File: src/rtl/ahb_pkg.sv
// Shared AHB-Lite types and constants for the byte-wide master and its beat counter.
package ahb_pkg;

  typedef enum logic [1:0] {
    HTRANS_IDLE   = 2'b00,
    HTRANS_BUSY   = 2'b01,
    HTRANS_NONSEQ = 2'b10,
    HTRANS_SEQ    = 2'b11
  } htrans_t;

  localparam logic [2:0] HSIZE_BYTE  = 3'b000;
  localparam logic       HRESP_OKAY  = 1'b0;
  localparam logic       HRESP_ERROR = 1'b1;

  typedef enum logic [2:0] {
    ST_IDLE   = 3'd0,
    ST_ADDR   = 3'd1,
    ST_STREAM = 3'd2,
    ST_LAST   = 3'd3,
    ST_ERR    = 3'd4
  } mst_state_t;

  // Byte address of the following beat; the 3-bit space wraps 7 -> 0.
  function automatic logic [2:0] addr_next(input logic [2:0] addr);
    return addr + 3'd1;
  endfunction

endpackage

File: src/rtl/ahb_beat_counter.sv
// Wrapping beat address and remaining-beat counter for one incrementing burst.
module ahb_beat_counter
  import ahb_pkg::*;
(
  input  logic       clk_i,
  input  logic       rst_ni,
  input  logic       load_i,
  input  logic [2:0] start_addr_i,
  input  logic [3:0] len_i,
  input  logic       advance_i,
  output logic [2:0] addr_o,
  output logic       last_o
);

  logic [2:0] addr_q;
  logic [3:0] remain_q;

  // Load on command accept, step once per completed address phase.
  always_ff @(posedge clk_i or negedge rst_ni) begin
    if (!rst_ni) begin
      addr_q   <= 3'd0;
      remain_q <= 4'd0;
    end else if (load_i) begin
      addr_q   <= start_addr_i;
      remain_q <= len_i;
    end else if (advance_i) begin
      addr_q <= addr_next(addr_q);
      if (remain_q != 4'd0) begin
        remain_q <= remain_q - 4'd1;
      end else begin
        remain_q <= remain_q;
      end
    end else begin
      addr_q   <= addr_q;
      remain_q <= remain_q;
    end
  end

  assign addr_o = addr_q;
  assign last_o = (remain_q == 4'd0);

endmodule

File: src/rtl/ahb_master_ctrl.sv
// Command-driven AHB-Lite byte master with pipelined address/data phases and error abort.
// Define AHB_MASTER_BUSY_EN to fill write-data gaps with BUSY instead of IDLE + NONSEQ restart.
module ahb_master_ctrl
  import ahb_pkg::*;
(
  input  logic       hclk,
  input  logic       hreset_n,
  input  logic       cmd_valid,
  output logic       cmd_ready,
  input  logic       cmd_write,
  input  logic [2:0] cmd_addr,
  input  logic [3:0] cmd_len,
  input  logic [7:0] wr_data,
  input  logic       wr_valid,
  output logic       wr_ready,
  output logic [7:0] rd_data,
  output logic       rd_valid,
  output logic       done,
  output logic       err,
  output logic [2:0] haddr,
  output logic [1:0] htrans,
  output logic       hwrite,
  output logic [2:0] hsize,
  output logic [7:0] hwdata,
  input  logic [7:0] hrdata,
  input  logic       hready,
  input  logic       hresp
);

`ifdef AHB_MASTER_BUSY_EN
  localparam logic    RESTART_EN = 1'b0;
  localparam htrans_t GAP_TRANS  = HTRANS_BUSY;
`else
  localparam logic    RESTART_EN = 1'b1;
  localparam htrans_t GAP_TRANS  = HTRANS_IDLE;
`endif

  mst_state_t state_q;
  logic       write_q, restart_q, dphase_q, done_q, err_q, rd_valid_q;
  logic [7:0] hwdata_q, rd_data_q;
  logic [2:0] cnt_addr_s;
  logic       cnt_last_s, load_s, beat_ok_s, addr_act_s, addr_done_s, err_hit_s;
  htrans_t    htrans_s;

  ahb_beat_counter u_beat_counter (
    .clk_i        (hclk),
    .rst_ni       (hreset_n),
    .load_i       (load_s),
    .start_addr_i (cmd_addr),
    .len_i        (cmd_len),
    .advance_i    (addr_done_s),
    .addr_o       (cnt_addr_s),
    .last_o       (cnt_last_s)
  );

  // A write beat is only offered while its data is present, so the gap code follows wr_valid directly.
  always_comb begin
    beat_ok_s  = !write_q || wr_valid;
    addr_act_s = 1'b0;
    htrans_s   = HTRANS_IDLE;
    case (state_q)
      ST_ADDR: begin
        if (beat_ok_s) begin
          addr_act_s = 1'b1;
          htrans_s   = HTRANS_NONSEQ;
        end else begin
          htrans_s   = HTRANS_IDLE;
        end
      end
      ST_STREAM: begin
        if (beat_ok_s) begin
          addr_act_s = 1'b1;
          htrans_s   = restart_q ? HTRANS_NONSEQ : HTRANS_SEQ;
        end else begin
          htrans_s   = GAP_TRANS;
        end
      end
      default: htrans_s = HTRANS_IDLE;
    endcase
    load_s      = (state_q == ST_IDLE) && cmd_valid;
    addr_done_s = addr_act_s && hready;
    err_hit_s   = dphase_q && (hresp == HRESP_ERROR) && !hready;
  end

  // Burst sequencing, data-phase tracking and registered strobes.
  always_ff @(posedge hclk or negedge hreset_n) begin
    if (!hreset_n) begin
      state_q    <= ST_IDLE;
      write_q    <= 1'b0;
      restart_q  <= 1'b0;
      dphase_q   <= 1'b0;
      done_q     <= 1'b0;
      err_q      <= 1'b0;
      rd_valid_q <= 1'b0;
      rd_data_q  <= 8'd0;
      hwdata_q   <= 8'd0;
    end else begin
      done_q     <= 1'b0;
      err_q      <= 1'b0;
      rd_valid_q <= 1'b0;
      if (dphase_q && hready && (hresp == HRESP_OKAY) && !write_q) begin
        rd_valid_q <= 1'b1;
        rd_data_q  <= hrdata;
      end
      if (addr_done_s && write_q) begin
        hwdata_q <= wr_data;
      end
      if (err_hit_s) begin
        dphase_q <= 1'b0;
      end else if (addr_done_s) begin
        dphase_q <= 1'b1;
      end else if (hready) begin
        dphase_q <= 1'b0;
      end
      case (state_q)
        ST_IDLE: begin
          if (cmd_valid) begin
            write_q   <= cmd_write;
            restart_q <= 1'b0;
            state_q   <= ST_ADDR;
          end
        end
        ST_ADDR, ST_STREAM: begin
          if (err_hit_s) begin
            state_q <= ST_ERR;
          end else if (addr_done_s) begin
            restart_q <= 1'b0;
            state_q   <= cnt_last_s ? ST_LAST : ST_STREAM;
          end else if (!beat_ok_s) begin
            restart_q <= RESTART_EN;
          end
        end
        ST_LAST: begin
          if (err_hit_s) begin
            state_q <= ST_ERR;
          end else if (hready) begin
            state_q <= ST_IDLE;
            done_q  <= 1'b1;
          end
        end
        ST_ERR: begin
          if (hready) begin
            state_q <= ST_IDLE;
            done_q  <= 1'b1;
            err_q   <= 1'b1;
          end
        end
        default: state_q <= ST_IDLE;
      endcase
    end
  end

  assign cmd_ready = (state_q == ST_IDLE);
  assign wr_ready  = addr_done_s && write_q;
  assign rd_data   = rd_data_q;
  assign rd_valid  = rd_valid_q;
  assign done      = done_q;
  assign err       = err_q;
  assign haddr     = cnt_addr_s;
  assign htrans    = htrans_s;
  assign hwrite    = write_q;
  assign hsize     = HSIZE_BYTE;
  assign hwdata    = hwdata_q;

endmodule

File: config.mk
export PLATFORM = sky130hd
export DESIGN_NAME = ahb_master_ctrl
export DESIGN_NICKNAME = d
export VERILOG_FILES = /design/src/rtl/ahb_pkg.sv /design/src/rtl/ahb_beat_counter.sv /design/src/rtl/ahb_master_ctrl.sv
export SDC_FILE = /design/constraint.sdc
export NUM_CORES = 1
export LEC_CHECK = 0
export ABC_CLOCK_PERIOD_IN_PS = 1600
export CAP_MARGIN = 20
export CORE_ASPECT_RATIO = 0.6
export CORE_MARGIN = 8
export CORE_UTILIZATION = 55
export CTS_CLUSTER_SIZE = 8
export DETAILED_ROUTE_END_ITERATION = 8
export DONT_BUFFER_PORTS = 1
export GPL_ROUTABILITY_DRIVEN = 0
export GPL_TIMING_DRIVEN = 0
export PLACE_DENSITY = 0.74
export SETUP_SLACK_MARGIN = 0.5
export SYNTH_ARGS = -nofsm -noshare
export SYNTH_HDL_FRONTEND = slang
export SYNTH_SLANG_ARGS = --single-unit
File: constraint.sdc
create_clock -name hclk -period 1.6 [get_ports hclk]
set_clock_uncertainty 0.15 [all_clocks]
set_input_delay 0.32 -clock hclk [delete_from_list [all_inputs] [get_ports hclk]]
set_output_delay 0.32 -clock hclk [all_outputs]
set_load 0.05 [all_outputs]
======== Yosys cells after proc, flatten, opt, wreduce, memory -nomap -nowiden ========
Cells that the tools add are included.
storage, ports and cells
  register bits ........................... 32
  latch bits .............................. 0
  memory bits (writable) .................. 0
  memory bits (read-only) ................. 0
  bits of input ports ..................... 30
  logic and storage cells ................. 76
  memories ................................ 0
cells by class
  add/subtract/negate cells ............... 2
  $mul .................................... 0
  div/mod/pow operators ................... 0
  order comparisons ....................... 0
  equal/unequal tests ..................... 8
  shift operators ......................... 0
  multiplexer cells ....................... 31
  bitwise logic cells ..................... 1
  reduce and logical (&&, ||, !) cells .... 23
operators with widths
  operator             number
  $mux 3               7
  $mux 1               15
  $mux 4               3
  $pmux 3 s4           1
  $logic_and 1x1->1    8
  $eq 3x2->1 const B   2
  $reduce_and 2->1     3
  $reduce_bool 2->1    3
  $logic_not 4->1      1
  $mux 2               2
  $ne 2x2->1 const B   2
  $pmux 1 s2           2
  $pmux 2 s2           1
  $reduce_and 4->1     1
  $reduce_bool 4->1    1
  $sub 4x1->4 const B  1
  $add 3x1->3 const B  1
  $eq 3x1->1 const B   1
  $eq 3x3->1 const B   1
  $logic_not 3->1      1
  $ne 3x1->1 const B   1
  $ne 3x2->1 const B   1
  $reduce_bool 3->1    1
  $logic_not 1->1      2
  other kinds (3)      3

======== Depth between registers and ports, before layout ========
Gate-level depths: netlist (run 1).
  depth after elaboration ................. 8
  depth in mapped cells ................... 6
  gate-level depth less buffers ........... 6

======== By module ========
From an unflattened synthesis (run 1), not the netlist that was laid out.
second synthesis, totals
  cells, all modules ...................... 134
  area, all modules ....................... 1610.3 um^2
modules (own cells, without submodules)
  module            times used  cells each  area an instance (um^2)  sequential area each (um^2)
  ahb_master_ctrl   1           90          1206.2                   625.6
  ahb_beat_counter  1           44          404.1                    175.2

======== Least setup slack after synthesis (run 1) ========
OpenSTA, ideal clock, no wires.
  path type ............................... register to register
  start point ............................. register state_q[2]
  end point ............................... register u_beat_counter.addr_q[0], in the netlist u_beat_counter.addr_o[0]
  library setup time ...................... 0.134 ns
  arrival time ............................ 2.234 ns
  data required time ...................... 1.316 ns
  slack ................................... -0.918 ns
  cell stages (with the launch flop) ...... 6
  path buffers ............................ 2
  period minus slack after synthesis ...... 2.518 ns
  cell sequence ........................... dfrtp_1 -> clkbuf_1 -> nor3_1 -> and2_1 -> clkbuf_1 -> o21ai_0
between the ends
  elaborated cells on any way between the ends .. 9
RTL lines
  element                                      RTL line                RTL
  start, declared                              ahb_master_ctrl.sv:38   mst_state_t state_q;
  start signal, assigned                       ahb_master_ctrl.sv:128  state_q <= cnt_last_s ? ST_LAST : ST_STREAM;
  $logic_not 3->1 *                            -
  net cmd_ready                                ahb_master_ctrl.sv:9    output logic cmd_ready,
  $logic_and 1x1->1 *                          ahb_master_ctrl.sv:80   load_s = (state_q == ST_IDLE) && cmd_valid;
  $mux 3 or $reduce_bool 2->1 (tied branches)  -
  end signal, assigned                         ahb_beat_counter.sv:24  addr_q <= start_addr_i;
  end signal, assigned                         ahb_beat_counter.sv:27  addr_q <= addr_next(addr_q);
  end signal, assigned                         ahb_beat_counter.sv:34  addr_q <= addr_q;
  end, declared                                ahb_beat_counter.sv:15  logic [2:0] addr_q;
The timed path passes the listed nets; every way through them passes the cells marked *.
A chain may end at the register's enable or synchronous reset.

======== Worst setup path after layout (run 1) ========
  start point ............................. register write_q, in the netlist hwrite
  end point ............................... output wr_ready
between the ends
  word-level cells in the longest chain between the ends .. 6
ends and longest elaborated chain
  element                 RTL line                                      RTL
  start, declared         ahb_master_ctrl.sv:39                         logic write_q, restart_q, dphase_q, done_q, err_q, rd_valid_q;
  start signal, assigned  ahb_master_ctrl.sv:118                        write_q <= cmd_write;
  $logic_not 1->1         ahb_master_ctrl.sv:58                         beat_ok_s = !write_q || wr_valid;
  $logic_or 1x1->1        ahb_master_ctrl.sv:58
  $mux 1                  ahb_master_ctrl.sv:63, ahb_master_ctrl.sv:71
  $mux 1                  -
  $logic_and 1x1->1       ahb_master_ctrl.sv:81                         addr_done_s = addr_act_s && hready;
  $logic_and 1x1->1 *     ahb_master_ctrl.sv:154                        assign wr_ready = addr_done_s && write_q;
  end, declared           ahb_master_ctrl.sv:15                         output logic wr_ready,
Mark *: on every way between the ends. The rest lies on a longest branch, timed or not.

==> metrics, run 1 <==
Synth area leader=dfrtp_1; endpoints failing setup=29; Detailed Route WL=4270 um; Commonest cells post-synth=dfrtp_1 (32), mux2_2 (17), nand2_1 (11), o21ai_0 (9), nor2_1 (7); DR iter-0 viols=116; Initial Utilization=56.4%; Die Ht=57.6 um; Synth Flop Type=dfrtp_1; Avg Inst Size Synth=11.2 um2; post-DR wirelength/cell=20.7 um; TritonRoute pass-1 iters=4; DP HPWL=2720 um; most common cell in the netlist=dfrtp_1; Leak=0.000942 uW; failing checks=negative hold slack, negative setup slack; peak supply drop=0.00156 V; Comb power frac=43.2%; FMAX=482 MHz; Setup crit end kind=output port; I/O pin total=60; Net Sw Power=2810 uW; Synth Register Bits=32; CP max FO=6; nets=204; slowest CP cell=nor3_4; switching part of the total power=48.3%; Filler Cell Count=167; non-filler cells, final=206; first-pass GRT wire length=6670 um; Worst EP arrival=1.60 ns; Largest stage delay, worst path=0.62 ns; number of global-route vias before repair=1283; area of the mapped netlist=1590 um2; Core ar.=2820 um2; Cells after DPL=178; CP Class=flop to output port; Residual DRC=0; largest net degree at the start of global routing=33; unique cell type count in the Yosys netlist=39; status=complete, but fails checks; Congestion Overflow GR=0; Synth Instances=142; Worst Path Required=1.13 ns; die width=85.4 um; CTS tree=done; PortBufs=0; register area share after synthesis=50.4%; H-tree depth=2; final count of hold timing violations=32; Row Count=15; Yosys top cell area share=50.4%; Worst Hold Slack=-0.421 ns; initial antenna violation count=0; final core area utilization=80.8%; top post-synthesis cells by area=dfrtp_1 (50%), mux2_2 (12%), o21ai_0 (2.8%), nand2_1 (2.6%), ha_1 (2.4%); Slew Limit Fails=0; Final min period=2.07 ns; slew at the pin closest to its max-slew limit=0.793 ns; unrepaired setup endpoints after global routing=true; post-route setup slack=-0.473 ns; Synth async-reset ratio=100%; Via density=5.91; max_cap viols=0; CP bufs+invs=0; via count=1218; Reg clk slew, reported paths=0.06 ns; Slew HR=47.0%; Sequential Power Share=43.7%; total CTS buffers=5; P&R area growth vs syn=43.3%; number of diodes=0; share of post-route cells with drive strength above 1=64.5%; Antenna Violating Nets Remaining=0; Syn. warnings=0; Cell Chain, Critical Path=nand3_4 > nor3_4; type of origin of the critical path=flop; Max clock buf depth=2; period utilization=130%; HP Class=primary input to asynchronous set/reset pin; pre-CTS setup slack=-0.592 ns; full die area=4920 um2; multi-input logic area=973 um2; clk_lat worst skew=0.28 ns; Post-synth EDFFs=0; clock root buffer=clkbuf_8; Sink Count=32; P per Cell Area=2550 nW/um2; sequential cell area=835 um2; Int Power=3000 uW; Tot GR Track Use=17.3%; Worst path top cell family by delay=simple AND/OR/NAND/NOR gates; Clock power frac=13.0%
[final timing paths]
kind / start / endpoint / slack (ns) / cells past startpoint
worst max-delay path: hwrite / wr_ready / -0.47 / 2
worst min-delay path: hreset_n / state_q[2] / -0.42 / 0
worst max register to register: hwrite / hwdata[4] / -0.40 / 3
worst min register to register: restart_q / restart_q / 0.36 / 2
max in group asynchronous: hreset_n / u_beat_counter.addr_o[1] / 1.63 / 0
min in group hclk: cmd_len[0] / u_beat_counter.remain_q[0] / 0.01 / 2
[logic make-up (layout without fill, tap and decap cells)]
kind of cell / Yosys count / after routing / synth area share (%)
buffers and inverters: 13 / 40 / 3.86
flip-flops: 32 / 32 / 50.4
adder cells (fa/ha/maj): 3 / 3 / 2.36
AND/OR/NAND/NOR: 46 / 47 / 17.6
XOR/XNOR: 5 / 5 / 3.23
other: 1 / 3 / 0.236
multiplexers: 19 / 19 / 13.3
AO/OA/AOI/OAI: 23 / 23 / 8.98
[state kept, by name (all words and copies together), names as in the netlist]
| name | count |
|---|---|
| u_beat_counter.addr_o | 3 |
| hwdata | 8 |
| restart_q | 1 |
| rd_data | 8 |
| err | 1 |
| hwrite | 1 |
| state_q | 3 |
| done | 1 |
| rd_valid | 1 |
| u_beat_counter.remain_q | 4 |
| dphase_q | 1 |
[what timing repair did]
item | CTS | global route
gates resized for setup | 51 | 19
buffers inserted | 13 | 3
hold endpoints to repair | 33 | 33
hold buffers | 1 | 1
gates cloned | 2 | 0
pin swaps | 13 | 9
endpoints found under the setup margin | 59 | 59
[routing by layer]
layer / part of all wire, % / track usage (%)
met2: 50 / 28.1
met5: 0 / 0
met1: 40 / 20.0
met4: 1.7 / 6.68
met3: 8.9 / 7.46
[placed cells by master, fill, tap and decap left out, drive strengths merged, types with 2 or more instances in the layout]
cell	n
dlygate4sd3	2
inv	3
nor2	7
nor3	5
nand3	2
nand3b	2
dfrtp	32
xnor2	2
conb	3
clkbuf	10
nor2b	4
nand2	11
a21oi	5
nor3b	2
mux2i	2
ha	3
a31oi	3
and2	3
o41ai	2
mux2	17
o21ai	9
or3	2
or4	2
buf	23
nand2b	2
xor2	3
[power by group through the flow]
stage          Combinational [uW]  Sequential [uW]  Clock (uW)
6_report                     2510             2540         758
4_1_cts                      2260             2530         760
3_3_place_gp                 1600             2470           0
2_1_floorplan                1450             2390           0
3_5_place_dp                 1650             2500           0
5_1_grt                      2690             2600         800
[layout make-up]
cell class | instances | area share (%)
clock buffers | 6 | 3.19
multi-input cells | 100 | 42.8
plain buffers | 10 | 4.73
clock inverters | 2 | 1.54
flip-flops and latches | 32 | 36.7
inverters | 3 | 0.495
well taps | 34 | 1.87
repair buffers | 19 | 8.69
[stage by stage]
step / area, um2 / power (uW) / setup TNS, ns
3_3_place_gp: 1750 / 4070 / -6.97
6_report: 2270 / 5810 / -7.38
2_1_floorplan: 1710 / 3840 / -4.75
4_1_cts: 2160 / 5550 / -6.53
3_5_place_dp: 1750 / 4150 / -7.80
5_1_grt: 2270 / 6090 / -9.20
No activity file was read; power rests on OpenSTA's default activity.
==> run 2, diff against run 1 <==
GPL_ROUTABILITY_DRIVEN = not set   (was 0)
==> run 2 against run 1 <==
Compared with the run above:
- the flow still finishes with violations (negative hold slack, negative setup slack)
- count of clock-buffer cells in the layout unchanged
- combinational power up 9.2%
- worst hold slack lost 0.0019 ns
- critical path depth is 1 higher
- design area grew 1.6%
- sequential share of layout area is 0.58 points lower
- largest cell class unchanged
==> metrics, run 2 (synthesized netlist as in run 1, its figures left out) <==
endpoints failing setup=30 (+3.4%); final core area utilization=82.1% (+1.3 points); Die Ht=57.6 um (unchanged); cell depth of the worst flop-to-flop path=3 (unchanged); DP HPWL=2710 um (-0.19%); PortBufs=0 (unchanged); Via density=6.18 (+4.5%); H-tree depth=2 (unchanged); HP Class=primary input to asynchronous set/reset pin; failing checks=negative hold slack, negative setup slack; peak supply drop=0.00145 V (-6.6%); post-route setup slack=-0.470 ns (+0.00303 ns); first-pass GRT wire length=6610 um (-0.83%); Tot GR Track Use=17.2% (-0.11 points); CP max FO=6 (unchanged); commonest cells after routing, fill and taps aside=dfrtp_2 (24), buf_4 (14), mux2_2 (12); via count=1291 (+6.0%); CTS tree=done; flop-to-flop setup slack=-0.40 ns (about the same); initial antenna violation count=0 (unchanged); number of global-route vias before repair=1297 (+1.1%); nets=207 (+1.5%); FF-to-FF End=hwdata[1]; r2r startpoint=state_q[1]; Worst Hold Slack=-0.423 ns (-0.00193 ns); Row Count=15 (unchanged); Final min period=2.07 ns (-0.00303 ns); max_cap viols=0 (unchanged); Residual DRC=0 (unchanged); most common cell after layout, fill and taps aside=dfrtp_2; TritonRoute pass-1 iters=4 (unchanged); P&R area growth vs syn=45.5%; Setup crit end kind=output port; full die area=4920 um2 (unchanged); Congestion Overflow GR=0 (unchanged); die width=85.4 um (unchanged); Filler Cell Count=152 (-9.0%); Core ar.=2820 um2 (unchanged); Detailed Route WL=4940 um (+16%); FMAX=483 MHz (+0.15%); P per Cell Area=2610 nW/um2 (+2.1%); DR iter-0 viols=110 (-5.2%); type of origin of the critical path=flop; Worst EP arrival=1.60 ns (about the same); gpl congestion=0.844; status=complete, but fails checks; number of diodes=0 (unchanged); Slew HR=48.3% (+1.3 points); Antenna Violating Nets Remaining=0 (unchanged); TNS Setup=-7.73 ns (-0.349 ns); slew at the pin closest to its max-slew limit=0.772 ns (-0.0201 ns); post-DR wirelength/cell=23.6 um (+14%); I/O pin total=60 (unchanged); final count of hold timing violations=32 (unchanged); Sink Count=32 (unchanged); Worst Path Required=1.13 ns (about the same); Initial Utilization=56.4% (unchanged); total CTS buffers=5 (unchanged); Leak=0.000956 uW (+1.5%); Slew Limit Fails=0 (unchanged); multi-input logic area=991 um2 (+1.8%); unrepaired setup endpoints after global routing=true; largest net degree at the start of global routing=33 (unchanged); CP Class=flop to output port; clk_lat worst skew=0.28 ns (about the same); clock root buffer=clkbuf_8; period utilization=129% (-0.19 points); share of post-route cells with drive strength above 1=65.1% (+0.61 points); Max clock buf depth=2 (unchanged); sequential cell area=835 um2 (unchanged); Reg clk slew, reported paths=0.07 ns (about the same)
run 2: timing repair:
action                                 in CTS  in global routing
pin swaps                                  10                 16
endpoints found under the hold margin      33                 34
buffers inserted                            9                  9
cloned                                      2                  0
setup endpoints to repair                  59                 59
resized for setup                          51                 28
hold buffers                                1                  2
run 2: cell type report:
type	instances	share of cell area, %
plain buffers	10	4.76
clock buffers	6	3.14
clock inverters	2	1.52
inverters	3	0.487
multi-input cells	100	42.9
flip-flops and latches	32	36.1
well taps	34	1.84
repair buffers	22	9.26
run 2: worst max-delay path by stage:
stage / startpoint / end / slack [ns] / depth (start not counted)
3_3_place_gp: state_q[1] / hwdata[4] / -0.54 / 3
3_5_place_dp: hwrite / hwdata[6] / -0.58 / 3
6_report: hwrite / htrans[0] / -0.47 / 3
5_1_grt: hwrite / htrans[0] / -0.51 / 3
2_1_floorplan: hwrite / hwdata[0] / -0.41 / 3
4_1_cts: hwrite / htrans[0] / -0.48 / 3
run 2: worst max-delay path, cell delays in order, from the launching register on:
cell	delay, ns
dfrtp_4	0.60
nand2b_4	0.12
nand3b_1	0.12
nor3_4	0.49
run 2: power by group:
| part | internal, uW | total [uW] | switching, uW |
|---|---|---|---|
| Combinational | 1370 | 2740 | 1370 |
| Sequential | 1240 | 2530 | 1300 |
| Clock | 462 | 750 | 288 |
run 2: metrics by stage:
step | power (uW) | hold slack (ns) | std cells | area [um2] | setup slack (ns)
floorplan | 3840 | -0.126 | 144 | 1710 | -0.413
global placement | 4080 | -0.125 | 178 | 1750 | -0.538
detailed placement | 4150 | -0.124 | 178 | 1750 | -0.576
CTS | 5430 | -0.422 | 198 | 2110 | -0.481
global route | 6250 | -0.440 | 209 | 2310 | -0.511
finish | 6030 | -0.423 | 209 | 2310 | -0.470
run 2: layer usage:
metal | GRT usage (%) | vias up | wire length, um
li1 | - | 567 | -
met1 | 20.2 | 639 | 1870
met2 | 28.8 | 73 | 2570
met3 | 6.34 | 12 | 409
met4 | 5.69 | 0 | 87
met5 | 0 | - | 0
